==> config.mk <==
export PLATFORM = sky130hd
export DESIGN_NAME = alu_seq
export DESIGN_NICKNAME = d
export VERILOG_FILES = /design/src/rtl/alu_seq_pkg.sv /design/src/rtl/alu_seq_flags.sv /design/src/rtl/alu_seq.sv
export SDC_FILE = /design/constraint.sdc
export NUM_CORES = 1
export LEC_CHECK = 0
export CAP_MARGIN = 0
export CORE_MARGIN = 3
export CORE_UTILIZATION = 55
export DETAILED_ROUTE_END_ITERATION = 10
export GPL_TIMING_DRIVEN = 0
export PLACE_DENSITY = 0.89
export SYNTH_ARGS = -nofsm -noshare
export SYNTH_HDL_FRONTEND = slang
export SYNTH_HIERARCHICAL = 1
export SYNTH_SLANG_ARGS = --single-unit
==> constraint.sdc <==
create_clock -name clk -period 6.85 [get_ports clk]
set_input_delay 1.37 -clock clk [delete_from_list [all_inputs] [get_ports clk]]
set_output_delay 1.37 -clock clk [all_outputs]
set_load 0.03 [all_outputs]
==> src/rtl/alu_seq_pkg.sv <==
// Shared opcodes, FSM state encoding and flag bundle for the sequential ALU.
// Optional multiply support is selected in alu_seq by ALU_SEQ_MUL_EN.
package alu_seq_pkg;

  localparam logic [3:0] OP_ADD = 4'd0;
  localparam logic [3:0] OP_SUB = 4'd1;
  localparam logic [3:0] OP_AND = 4'd2;
  localparam logic [3:0] OP_OR  = 4'd3;
  localparam logic [3:0] OP_XOR = 4'd4;
  localparam logic [3:0] OP_CMP = 4'd5;
  localparam logic [3:0] OP_MOV = 4'd6;
  localparam logic [3:0] OP_MUL = 4'd7;
  localparam logic [3:0] OP_SLL = 4'd8;
  localparam logic [3:0] OP_ROL = 4'd9;
  localparam logic [3:0] OP_SRL = 4'd10;
  localparam logic [3:0] OP_SRA = 4'd11;
  localparam logic [3:0] OP_IN  = 4'd12;

  typedef enum logic [1:0] {
    IDLE  = 2'd0,
    SHIFT = 2'd1,
    MUL   = 2'd2,
    DONE  = 2'd3
  } state_e;

  typedef struct packed {
    logic v;
    logic z;
    logic c;
    logic s;
  } flags_t;

  // Opcodes 8..11 are the serial shift/rotate group.
  function automatic logic is_shift(input logic [3:0] op);
    return (op[3:2] == 2'b10);
  endfunction

endpackage

==> src/rtl/alu_seq_flags.sv <==
// Combinational v/z/c/s generation shared by the single-cycle and serial paths.
// s is set for a non-negative result to match the core's branch decode.
module alu_flags
  import alu_seq_pkg::*;
#(
  parameter int WIDTH = 16
) (
  input  logic [3:0]       opcode_i,
  input  logic [WIDTH-1:0] a_i,
  input  logic [WIDTH-1:0] b_i,
  input  logic [WIDTH:0]   res_i,
  output logic             v_o,
  output logic             z_o,
  output logic             c_o,
  output logic             s_o
);

  logic a_msb_s, b_msb_s, r_msb_s;

  assign a_msb_s = a_i[WIDTH-1];
  assign b_msb_s = b_i[WIDTH-1];
  assign r_msb_s = res_i[WIDTH-1];

  // Carry/borrow and signed overflow only for the add/sub group.
  always_comb begin
    v_o = 1'b0;
    c_o = 1'b0;
    case (opcode_i)
      OP_ADD: begin
        c_o = res_i[WIDTH];
        v_o = (a_msb_s == b_msb_s) && (r_msb_s != a_msb_s);
      end
      OP_SUB: begin
        c_o = res_i[WIDTH];
        v_o = (a_msb_s != b_msb_s) && (r_msb_s != a_msb_s);
      end
      OP_CMP: begin
        c_o = res_i[WIDTH];
        v_o = 1'b0;
      end
      default: begin
        v_o = 1'b0;
        c_o = 1'b0;
      end
    endcase
  end

  assign z_o = (res_i[WIDTH-1:0] == '0);
  assign s_o = ~r_msb_s;

endmodule

==> src/rtl/alu_seq.sv <==
// Multi-cycle ALU: single-cycle logic/arith ops, serial 1-bit/cycle shifter,
// optional iterative multiplier enabled by defining ALU_SEQ_MUL_EN.
module alu_seq
  import alu_seq_pkg::*;
#(
  parameter int WIDTH = 16
) (
  input  logic             clk,
  input  logic             rst,
  input  logic             in_valid,
  output logic             in_ready,
  input  logic [3:0]       opcode,
  input  logic [WIDTH-1:0] in1,
  input  logic [WIDTH-1:0] in2,
  input  logic [WIDTH-1:0] dipswitch,
  output logic             out_valid,
  input  logic             out_ready,
  output logic [WIDTH-1:0] result,
  output logic             v,
  output logic             z,
  output logic             c,
  output logic             s,
  output logic             busy
);

  localparam int SHW = $clog2(WIDTH);
  localparam logic [SHW:0] CNT_ONE = (SHW+1)'(1);

  state_e           state_q, state_d;
  logic [3:0]       op_q, op_d;
  logic [WIDTH-1:0] wrk_q, wrk_d;
  logic [SHW:0]     cnt_q, cnt_d;
  logic [WIDTH-1:0] result_q, result_d;
  flags_t           flags_q, flags_d;
`ifdef ALU_SEQ_MUL_EN
  logic [WIDTH-1:0] acc_q, acc_d;
  logic [WIDTH-1:0] mpl_q, mpl_d;
  logic [WIDTH-1:0] prod_s;
`endif

  logic [SHW-1:0]   k_s;
  logic [WIDTH:0]   sum_s, diff_s, alu_res_s, f_res_s;
  logic [WIDTH-1:0] step_s;
  logic [3:0]       f_op_s;
  logic             f_v_s, f_z_s, f_c_s, f_s_s;

  function automatic logic [WIDTH-1:0] shift1(input logic [3:0] op, input logic [WIDTH-1:0] w);
    case (op)
      OP_SLL:  shift1 = {w[WIDTH-2:0], 1'b0};
      OP_ROL:  shift1 = {w[WIDTH-2:0], w[WIDTH-1]};
      OP_SRL:  shift1 = {1'b0, w[WIDTH-1:1]};
      OP_SRA:  shift1 = {w[WIDTH-1], w[WIDTH-1:1]};
      default: shift1 = w;
    endcase
  endfunction

  assign k_s    = in2[SHW-1:0];
  assign sum_s  = {1'b0, in1} + {1'b0, in2};
  assign diff_s = {1'b0, in1} - {1'b0, in2};
  assign step_s = shift1(op_q, wrk_q);

  // Single-cycle result, evaluated on the live operands in the accept cycle.
  always_comb begin
    alu_res_s = '0;
    case (opcode)
      OP_ADD:                         alu_res_s = sum_s;
      OP_SUB, OP_CMP:                 alu_res_s = diff_s;
      OP_AND:                         alu_res_s = {1'b0, in1 & in2};
      OP_OR:                          alu_res_s = {1'b0, in1 | in2};
      OP_XOR:                         alu_res_s = {1'b0, in1 ^ in2};
      OP_MOV:                         alu_res_s = {1'b0, in1};
      OP_SLL, OP_ROL, OP_SRL, OP_SRA: alu_res_s = {1'b0, in1};
      OP_IN:                          alu_res_s = {1'b0, dipswitch};
      default:                        alu_res_s = '0;
    endcase
  end

  alu_flags #(.WIDTH(WIDTH)) u_flags (
    .opcode_i (f_op_s),
    .a_i      (in1),
    .b_i      (in2),
    .res_i    (f_res_s),
    .v_o      (f_v_s),
    .z_o      (f_z_s),
    .c_o      (f_c_s),
    .s_o      (f_s_s)
  );

  // Next-state and datapath updates; the flag unit input follows the active path.
  always_comb begin
    state_d  = state_q;
    op_d     = op_q;
    wrk_d    = wrk_q;
    cnt_d    = cnt_q;
    result_d = result_q;
    flags_d  = flags_q;
    f_op_s   = opcode;
    f_res_s  = alu_res_s;
`ifdef ALU_SEQ_MUL_EN
    acc_d    = acc_q;
    mpl_d    = mpl_q;
    prod_s   = acc_q + (mpl_q[0] ? wrk_q : '0);
`endif
    case (state_q)
      IDLE: begin
        if (in_valid) begin
          op_d = opcode;
          if (is_shift(opcode) && (k_s != '0)) begin
            wrk_d   = in1;
            cnt_d   = {1'b0, k_s};
            state_d = SHIFT;
`ifdef ALU_SEQ_MUL_EN
          end else if (opcode == OP_MUL) begin
            wrk_d   = in1;
            mpl_d   = in2;
            acc_d   = '0;
            cnt_d   = (SHW+1)'(WIDTH);
            state_d = MUL;
`endif
          end else begin
            result_d = alu_res_s[WIDTH-1:0];
            flags_d  = {f_v_s, f_z_s, f_c_s, f_s_s};
            state_d  = DONE;
          end
        end else begin
          state_d = IDLE;
        end
      end
      SHIFT: begin
        f_op_s  = op_q;
        f_res_s = {1'b0, step_s};
        wrk_d   = step_s;
        cnt_d   = cnt_q - CNT_ONE;
        if (cnt_q == CNT_ONE) begin
          result_d = step_s;
          flags_d  = {f_v_s, f_z_s, f_c_s, f_s_s};
          state_d  = DONE;
        end else begin
          state_d = SHIFT;
        end
      end
`ifdef ALU_SEQ_MUL_EN
      MUL: begin
        f_op_s  = op_q;
        f_res_s = {1'b0, prod_s};
        acc_d   = prod_s;
        wrk_d   = {wrk_q[WIDTH-2:0], 1'b0};
        mpl_d   = {1'b0, mpl_q[WIDTH-1:1]};
        cnt_d   = cnt_q - CNT_ONE;
        if (cnt_q == CNT_ONE) begin
          result_d = prod_s;
          flags_d  = {f_v_s, f_z_s, f_c_s, f_s_s};
          state_d  = DONE;
        end else begin
          state_d = MUL;
        end
      end
`endif
      DONE: begin
        if (out_ready) begin
          state_d = IDLE;
        end else begin
          state_d = DONE;
        end
      end
      default: state_d = IDLE;
    endcase
  end

  // State and datapath registers with synchronous reset.
  always_ff @(posedge clk) begin
    if (rst) begin
      state_q  <= IDLE;
      op_q     <= 4'd0;
      wrk_q    <= '0;
      cnt_q    <= '0;
      result_q <= '0;
      flags_q  <= '0;
`ifdef ALU_SEQ_MUL_EN
      acc_q    <= '0;
      mpl_q    <= '0;
`endif
    end else begin
      state_q  <= state_d;
      op_q     <= op_d;
      wrk_q    <= wrk_d;
      cnt_q    <= cnt_d;
      result_q <= result_d;
      flags_q  <= flags_d;
`ifdef ALU_SEQ_MUL_EN
      acc_q    <= acc_d;
      mpl_q    <= mpl_d;
`endif
    end
  end

  assign in_ready  = (state_q == IDLE);
  assign out_valid = (state_q == DONE);
  assign busy      = (state_q == SHIFT) || (state_q == MUL);
  assign result    = result_q;
  assign v         = flags_q.v;
  assign z         = flags_q.z;
  assign c         = flags_q.c;
  assign s         = flags_q.s;

endmodule

Yosys cells after proc, flatten, opt, wreduce, memory -nomap -nowiden
Cells that the tools add are included.
{ "totals": {"reg_bits": 47, "output_inout_bits": 23, "elab_cells": 86} }
{ "classes": {"addsub": 3, "n_eq_ne": 29, "mux": 25, "bitwise": 4, "reduce_logical": 16} }
{ "op_table": {"columns": ["operator", "n"], "rows": [
  ["case mux 17 bit (7 select lines)", 1],
  ["2-to-1 mux 16 bit", 5],
  ["case mux 16 bit (2 select lines)", 2],
  ["case mux 16 bit (4 select lines)", 1],
  ["equality test 4 bit, second input constant", 9],
  ["adder 16 x 16 -> 17 bit", 1],
  ["2-to-1 mux 17 bit", 1],
  ["subtractor 16 x 16 -> 17 bit", 1],
  ["bitwise AND 16 bit", 1],
  ["equality test 4 x 3 -> 1 bit, second input constant", 4],
  ["zero test 16 bit", 1],
  ["2-to-1 mux 4 bit", 4],
  ["OR 16 bit", 1],
  ["bitwise XOR 16 bit", 1],
  ["2-to-1 mux 5 bit", 2],
  ["case mux 5 bit (2 select lines)", 1],
  ["equality test 4 x 1 -> 1 bit, second input constant", 2],
  ["equality test 4 x 2 -> 1 bit, second input constant", 2],
  ["zero test 4 bit", 2],
  ["2-to-1 mux 2 bit", 4],
  ["case mux 4 bit (2 select lines)", 1],
  ["equality test 2 bit, second input constant", 3],
  ["inequality test 2 bit, second input constant", 3],
  ["case mux 2 bit (3 select lines)", 1],
  ["other kinds (20)", 23]
]} }

Longest topological paths before layout
Gate-level depths: netlist of the first run.
{ "logic_depth": {"word_depth": 10, "mapped_depth": 20, "mapped_depth_nobuf": 19} }

Cells and area by module
The synthesis of the first run kept the hierarchy.
{ "by_module_without_submodules": {"columns": ["mod", "instances", "cells_per_inst", "area_each_um2", "seq_area_each_um2"], "rows": [
  ["alu_seq", 1, 702, 5203.7, 940.9],
  ["alu_flags", 1, 14, 95.1, 0.0]
]} }

Worst setup path before layout of the first run
Ideal clock, no wire load.
{ "synth_timing": {"path_kind": "input to register", "from": "input port in2[1]", "to": "register flags_q, in the netlist z", "arrival_time_ns": 4.509, "required_time_ns": 6.785, "setup_slack_ns": 2.276, "stages": 17, "path_buffers": 1, "cell_sequence": "inv_1 ha_1 nor3b_2 nand4_1 o41ai_1 xnor2_1 ha_1 clkbuf_1 nor2_1 o311ai_0 o21ai_0 a2111oi_0 nand2_1 nor4_1 and4_1 mux2i_1 nor2_1"} }
{ "synth_via": {"elab_chain_len": 7, "word_cells_on_any_way": 16} }
{ "synth_rtl": {"columns": ["item", "line", "text"], "rows": [
  ["start, declared", "alu_seq.sv:14", "input logic [WIDTH-1:0] in2,"],
  ["subtractor 16 x 16 -> 17 bit or adder 16 x 16 -> 17 bit (tied branches)", "alu_seq.sv:59, alu_seq.sv:58", null],
  ["case mux 17 bit (7 select lines) (*)", "alu_seq.sv:65", "case (opcode)"],
  ["2-to-1 mux 17 bit (*)", "alu_seq.sv:104", "case (state_q)"],
  ["via f_res_s[13]", "alu_seq.sv:42", "logic [WIDTH:0] sum_s, diff_s, alu_res_s, f_res_s;"],
  ["zero test 16 bit (*)", "alu_seq_flags.sv:48", "assign z_o = (res_i[WIDTH-1:0] == '0);"],
  ["via f_z_s", "alu_seq.sv:45", "logic f_v_s, f_z_s, f_c_s, f_s_s;"],
  ["2-to-1 mux 4 bit", "alu_seq.sv:108", "if (is_shift(opcode) && (k_s != '0)) begin"],
  ["2-to-1 mux 4 bit", "alu_seq.sv:106", "if (in_valid) begin"],
  ["case mux 4 bit (2 select lines) (*)", "alu_seq.sv:104", null],
  ["end signal, assigned", "alu_seq.sv:189", "flags_q <= flags_d;"],
  ["end, declared", "alu_seq.sv:34", "flags_t flags_q, flags_d;"]
]} }
The timed path passes the listed nets; every way through them passes the cells marked *. The select of a mux whose other input is x is not followed.
A chain may end at the register's enable or synchronous reset.

Worst setup path in the final report of the first run
{ "layout_timing": {"from": "input port in2[0]", "to": "register flags_q, in the netlist z"} }
Same word-level chain as after synthesis.

==> results of run 1 <==
[sequential cells by signal, indices dropped and copies added (netlist names), 2 cells and up]
register,count
state_q,2
wrk_q,16
cnt_q,5
op_q,4
result,16
[cells in the mapped netlist, types with 8 or more instances]
cell | count | area share
mux2_2 | 8 | 0.017
a31oi_1 | 8 | 0.0094
nor3_1 | 24 | 0.023
o21ai_0 | 35 | 0.033
a21oi_1 | 40 | 0.038
buf_2 | 10 | 0.0094
nor4_1 | 8 | 0.0094
nand2b_1 | 10 | 0.012
xnor2_1 | 20 | 0.033
nand4_1 | 9 | 0.011
a221oi_1 | 16 | 0.026
a211oi_1 | 16 | 0.023
inv_1 | 52 | 0.037
nor2_1 | 76 | 0.054
dfxtp_1 | 47 | 0.18
o211ai_1 | 18 | 0.026
ha_1 | 55 | 0.13
nor2b_1 | 10 | 0.012
mux2i_1 | 40 | 0.076
nand2_1 | 68 | 0.048
clkbuf_1 | 31 | 0.022
[tightest hold or removal path, stage by stage (launching register included)]
cell,delay [ps]
dfxtp_1,330
nand2_1,60
a21oi_1,60
[cells by family after synthesis]
logic type	Yosys count
AOI/OAI and AO/OA	199
xor gates and xnor gates	24
adders and majority gates	57
buffers and inverters	99
DFF	47
muxes	48
and+or+nand+nor	242
[where the power goes]
group	internal [W]	switching, W
combinational	0.000206	0.000342
sequential	0.000298	0.0000175
clock	0.000110	0.000107
[through the flow]
stage	power (W)	hold WS, ps
floorplan	0.000658	445
global placement	0.000836	459
detailed placement	0.000852	474
CTS	0.00106	486
global route	0.00113	506
finish	0.00108	491
[worst max-delay path by stage]
stage	slack, ps	from	end	depth (start not counted)
2_1_floorplan	2280	in2[1]	z$_SDFFE_PP0P_	17
3_3_place_gp	390	in2[0]	z$_SDFFE_PP0P_	17
3_5_place_dp	340	in2[0]	z$_SDFFE_PP0P_	17
4_1_cts	650	in2[0]	z$_SDFFE_PP0P_	17
5_1_grt	60	in2[0]	z$_SDFFE_PP0P_	18
6_report	260	in2[0]	z$_SDFFE_PP0P_	17
[routing by layer]
layer / vias to the layer above / track usage / wire, µm
met4: 0 / 0.147 / 766
met1: 2844 / 0.472 / 8050
met3: 65 / 0.0751 / 2210
li1: 2780 / - / -
met2: 407 / 0.588 / 9230
met5: - / 0 / 0
[layout make-up]
cell class / instances / area (µm²)
Clock inverter: 3 / 46.3
Tap cell: 129 / 161
Multi-Input combinational cell: 570 / 3960
Buffer: 47 / 200
Sequential cell: 47 / 941
Inverter: 52 / 195
Clock buffer: 5 / 68.8
Fill cell: 809 / 2940
Timing Repair Buffer: 77 / 771
==> impl_metrics.tcl, run 1 <==
set metrics [dict create \
    clk_pin_slew_ps 100 \
    htreeDepth 2 \
    overflow 0 \
    fin_ws_ps 263 \
    wl_um 20300 \
    muxShareOfSynthArea 0.0926 \
    max_stage_delay_ps 950 \
    wire_per_inst_um 21.8 \
    fin_crit_ps 6590 \
    synth-xor-area-share 0.0397 \
    nets 912 \
    slew_headroom 0.231 \
    r2r_end "z$_SDFFE_PP0P_" \
    antenna_found_initial 0 \
    num_rows 35 \
    synth_nets 828 \
    vias_per_cell 6.55 \
    rsz0062_at_grt "false" \
    reg2reg_slack_ps 3490 \
    hold_viol_final 0 \
    cts_tree "done" \
    avgSynthCellArea_um2 7.40 \
    peakVddDrop_v 0.0000983 \
    max_cap_violations 0 \
    drtAntennaViolNets 0 \
    drive_above_1_share 0.0512 \
    power_density_mw_per_mm2 170 \
    hpwl_um 16100 \
    port_buffers 77 \
    root_buffer "clkbuf_8" \
    worst_path_max_delay_cell "a2111oi_0" \
    mostFrequentLayoutCell "clkdlybuf4s50_1" \
    start_util 0.571 \
    path_cells "clkdlybuf4s50_1 -> inv_1 -> nand4_1 -> nor4_1 -> a31oi_1 -> xnor2_1 -> ha_1 -> clkbuf_1 -> nor3_1 -> o311ai_0 -> o21ai_0 -> a2111oi_0 -> nand2_1 -> nor4_1 -> and4_1 -> mux2i_1 -> nor2_1" \
    status "finished, final reports clean" \
    ys.flop_type "dfxtp_1" \
    die_y_um 104 \
    place_inst 922 \
    fin_tns_setup_ps 0 \
    dieArea_mm2 0.0108 \
    hold_buffers 0 \
    drcViolationCount 0 \
    ioPinCount 79 \
    synthArstFlopShare 0 \
    cts-buffers-inserted 5 \
    timing.final.crit_share 0.962 \
    hold_end "op_q[3]$_SDFFE_PP0P_" \
    fmax_mhz 152 \
    synth_top_family_by_area "compound AO/OA/AOI/OAI gates" \
    required_ps 7110 \
    yosys_warnings 6 \
    crit_path_end_kind "flop" \
    synth_edf_count 0 \
    synth_fa_ha_area_frac 0.136 \
    grt_max_degree 17 \
    hold_class "reg2reg" \
    coreArea_mm2 0.00928 \
    worstSetupPathType "in2reg" \
    stdcell_count 930 \
    fin_util 0.684 \
    tightest_slew_ps 1140 \
    worst_path_most_repeated_cell "nor4_1" \
    gr-usage-all-layers 0.363 \
    via_count 6096 \
    grt_pass1_wl_um 31500 \
    cts_resized 0 \
    dp_slack_ps 337 \
    yosys.area_share.simple 0.223 \
    most-common-layout-cells "clkdlybuf4s50_1, nor2_1, nand2_1, ha_1, inv_1" \
    synth_compound_area_frac 0.257 \
    grt_pass1_vias 5825 \
    clockBufferDepth 2 \
    rr_startpoint "state_q[1]$_SDFF_PP0_" \
    hold_depth 2 \
    start_kind "primary input" \
    synth_seq_area_share 0.178 \
    worstPathArrival_ps 6850 \
    crit_family "simple AND/OR/NAND/NOR gates" \
    syn-instance-count 716 \
    die_w_um 104 \
    place_area_mm2 0.00623 \
    critPathMaxFanout 10 \
    gp_congestion 1.05 \
    ys_types 73 \
    synth.ff_latch_count 47 \
    skew_ps 16.4 \
    drt_pass1_iterations 6 \
    final_cell_area_mm2 0.00635 \
    hold_start "op_q[3]$_SDFFE_PP0P_" \
    clock_sinks 47 \
    rr_worst_depth 12 \
    areaGrowthSynthToFinish_pct 19.8 \
    first_iter_violations 668 \
    path_buf_inv 3 \
    setup_viol 0 \
    cts_setup_buffers 0 \
    insertion_delay_ps 320 \
    p_leak_nw 2.48 \
    syn-cell-area_mm2 0.00530 \
    slew_violations 0 \
    antennaDiodeCount 0 \
]
(Power assumes the default switching activity.)
==> inputs of run 2 (changes only) <==
--- a/config.mk
+++ b/config.mk
@@ -7,10 +7,10 @@
 export LEC_CHECK = 0
 export CAP_MARGIN = 0
 export CORE_MARGIN = 3
-export CORE_UTILIZATION = 55
+export CORE_UTILIZATION = 50
 export DETAILED_ROUTE_END_ITERATION = 10
 export GPL_TIMING_DRIVEN = 0
-export PLACE_DENSITY = 0.89
+export PLACE_DENSITY = 0.83
 export SYNTH_ARGS = -nofsm -noshare
 export SYNTH_HDL_FRONTEND = slang
 export SYNTH_HIERARCHICAL = 1
==> run 2 against run 1 <==
Clock-buffer cell count rose by 1. Via count fell by 0.67%. Cell count rose by 0.43%. Non-clock buffer count did not move. Total power rose by 0.26%. Clock skew fell by 11 ps. Sequential share of layout area barely moved. Critical path depth rose by 1. Critical endpoint unchanged.
==> impl_metrics.tcl, run 2 (synthesized netlist as in run 1, its figures left out) <==
set metrics [dict create \
    status "finished, final reports clean" \
    fmax_mhz 158 \
    ioPinCount 79 \
    critPathMaxFanout 10 \
    grt_use_met3 0.0728 \
    via_count 6055 \
    num_rows 36 \
    pwr-share-clk 0.210 \
    drtAntennaViolNets 0 \
    clk_pin_slew_ps 100 \
    gp_congestion 1.06 \
    drive_above_1_share 0.0512 \
    skew_ps 5.88 \
    start_kind "primary input" \
    power_switching_w 0.000459 \
    grt_pass1_wl_um 31400 \
    crit_family "simple AND/OR/NAND/NOR gates" \
    overflow 0 \
    cts_resized 0 \
    timing.final.crit_share 0.924 \
    start_util 0.528 \
    most-common-layout-cells "clkdlybuf4s50_1, nor2_1, nand2_1, ha_1, inv_1" \
    path_buf_inv 3 \
    power_density_mw_per_mm2 170 \
    mostFrequentLayoutCell "clkdlybuf4s50_1" \
    slew_violations 0 \
    slew_headroom 0.198 \
    vias_per_cell 6.48 \
    cts-buffers-inserted 5 \
    worst_path_max_delay_cell "nor4_1" \
    hpwl_um 15900 \
    swShare 0.424 \
    p_leak_nw 2.48 \
    multi_input_area_mm2 0.00396 \
    hold_viol_final 0 \
    root_buffer "clkbuf_8" \
    die_w_um 109 \
    peakVddDrop_v 0.000106 \
    place_area_mm2 0.00624 \
    clock_sinks 47 \
    areaGrowthSynthToFinish_pct 20.0 \
    grtUsageMet1 0.460 \
    grt_util_met2 0.543 \
    antennaDiodeCount 0 \
    coreArea_mm2 0.0100 \
    grt_max_degree 16 \
    path_cells "clkdlybuf4s50_1 -> inv_1 -> nand4_1 -> nor4_1 -> nand2_1 -> nand2_1 -> xnor2_1 -> ha_1 -> clkbuf_1 -> nand2_1 -> o311ai_0 -> o21ai_0 -> a2111oi_0 -> nand2_1 -> nor4_1 -> and4_1 -> mux2i_1 -> nor2_1" \
    first_iter_violations 734 \
    gr-usage-all-layers 0.343 \
    max_stage_delay_ps 920 \
    die_y_um 109 \
    internal_power_w 0.000624 \
    nets 912 \
    htreeDepth 2 \
    required_ps 7110 \
    worst_path_most_repeated_cell "nand2_1" \
    final_cell_area_mm2 0.00636 \
    worstPathArrival_ps 6590 \
    fin_tns_setup_ps 0 \
    cts_setup_buffers 0 \
    max_cap_violations 0 \
    dieArea_mm2 0.0119 \
    drcViolationCount 0 \
    rsz0062_at_grt "false" \
    wl_um 20300 \
    setup_viol 0 \
    wire_per_inst_um 21.7 \
    hold_class "reg2reg" \
    fill_cells 932 \
    insertion_delay_ps 320 \
    final-seq-area_um2 941 \
    cts_tree "done" \
    worstSetupPathType "in2reg" \
    antenna_found_initial 0 \
    fin_crit_ps 6330 \
    hold_buffers 0 \
    port_buffers 77 \
    seqPwrFrac 0.291 \
    combinationalPowerShare 0.499 \
    whs_ps 504 \
    tightest_slew_ps 1190 \
    grt_pass1_vias 5773 \
    clockBufferDepth 2 \
    drt_pass1_iterations 6 \
    crit_path_end_kind "flop" \
    grt_busiest_layer "met2" \
]
[run 2: final timing paths]
check,slack [ps],cells after the start,to,start
max,520,18,z$_SDFFE_PP0P_,in2[0]
min,500,2,result[6]$_SDFFE_PP0P_,result[6]$_SDFFE_PP0P_
max reg2reg,3470,13,z$_SDFFE_PP0P_,state_q[1]$_SDFF_PP0_
min reg2reg,500,2,result[6]$_SDFFE_PP0P_,result[6]$_SDFFE_PP0P_
[run 2: layer usage]
metal,up-vias,wire length [µm]
li1,2777,-
met1,2808,8150
met2,411,8990
met3,59,2440
met4,0,725
met5,-,0
[run 2: through the flow]
| stage | instances | util | power, W | worst slack (ps) |
|---|---|---|---|---|
| 4_1_cts | 934 | 0.633 | 0.00106 | 718 |
| 6_report | 934 | 0.633 | 0.00108 | 517 |
| 5_1_grt | 934 | 0.633 | 0.00113 | 220 |
| 3_3_place_gp | 926 | 0.621 | 0.000834 | 328 |
| 2_1_floorplan | 716 | - | 0.000658 | 2280 |
| 3_5_place_dp | 926 | 0.621 | 0.000844 | 411 |
[run 2: layout make-up]
type | instances | share of cell area
multi-input combinational | 570 | 0.623
sequential | 47 | 0.148
timing repair buffer | 77 | 0.121
buffer | 47 | 0.0315
inverter | 52 | 0.0307
tap | 133 | 0.0262
clock buffer | 6 | 0.0130
clock inverter | 2 | 0.00610
[run 2: power by group through the flow]
stage / combinational [W] / clock, W / sequential [W]
2_1_floorplan: 0.000311 / 0 / 0.000347
3_3_place_gp: 0.000515 / 0 / 0.000319
3_5_place_dp: 0.000523 / 0 / 0.000321
4_1_cts: 0.000526 / 0.000223 / 0.000314
5_1_grt: 0.000582 / 0.000234 / 0.000318
6_report: 0.000540 / 0.000228 / 0.000315
[run 2: tightest hold or removal path, cell delays in order, from the launching register on]
cell      delay (ps)
dfxtp_1          320
nor2_1            90
a211oi_1          50
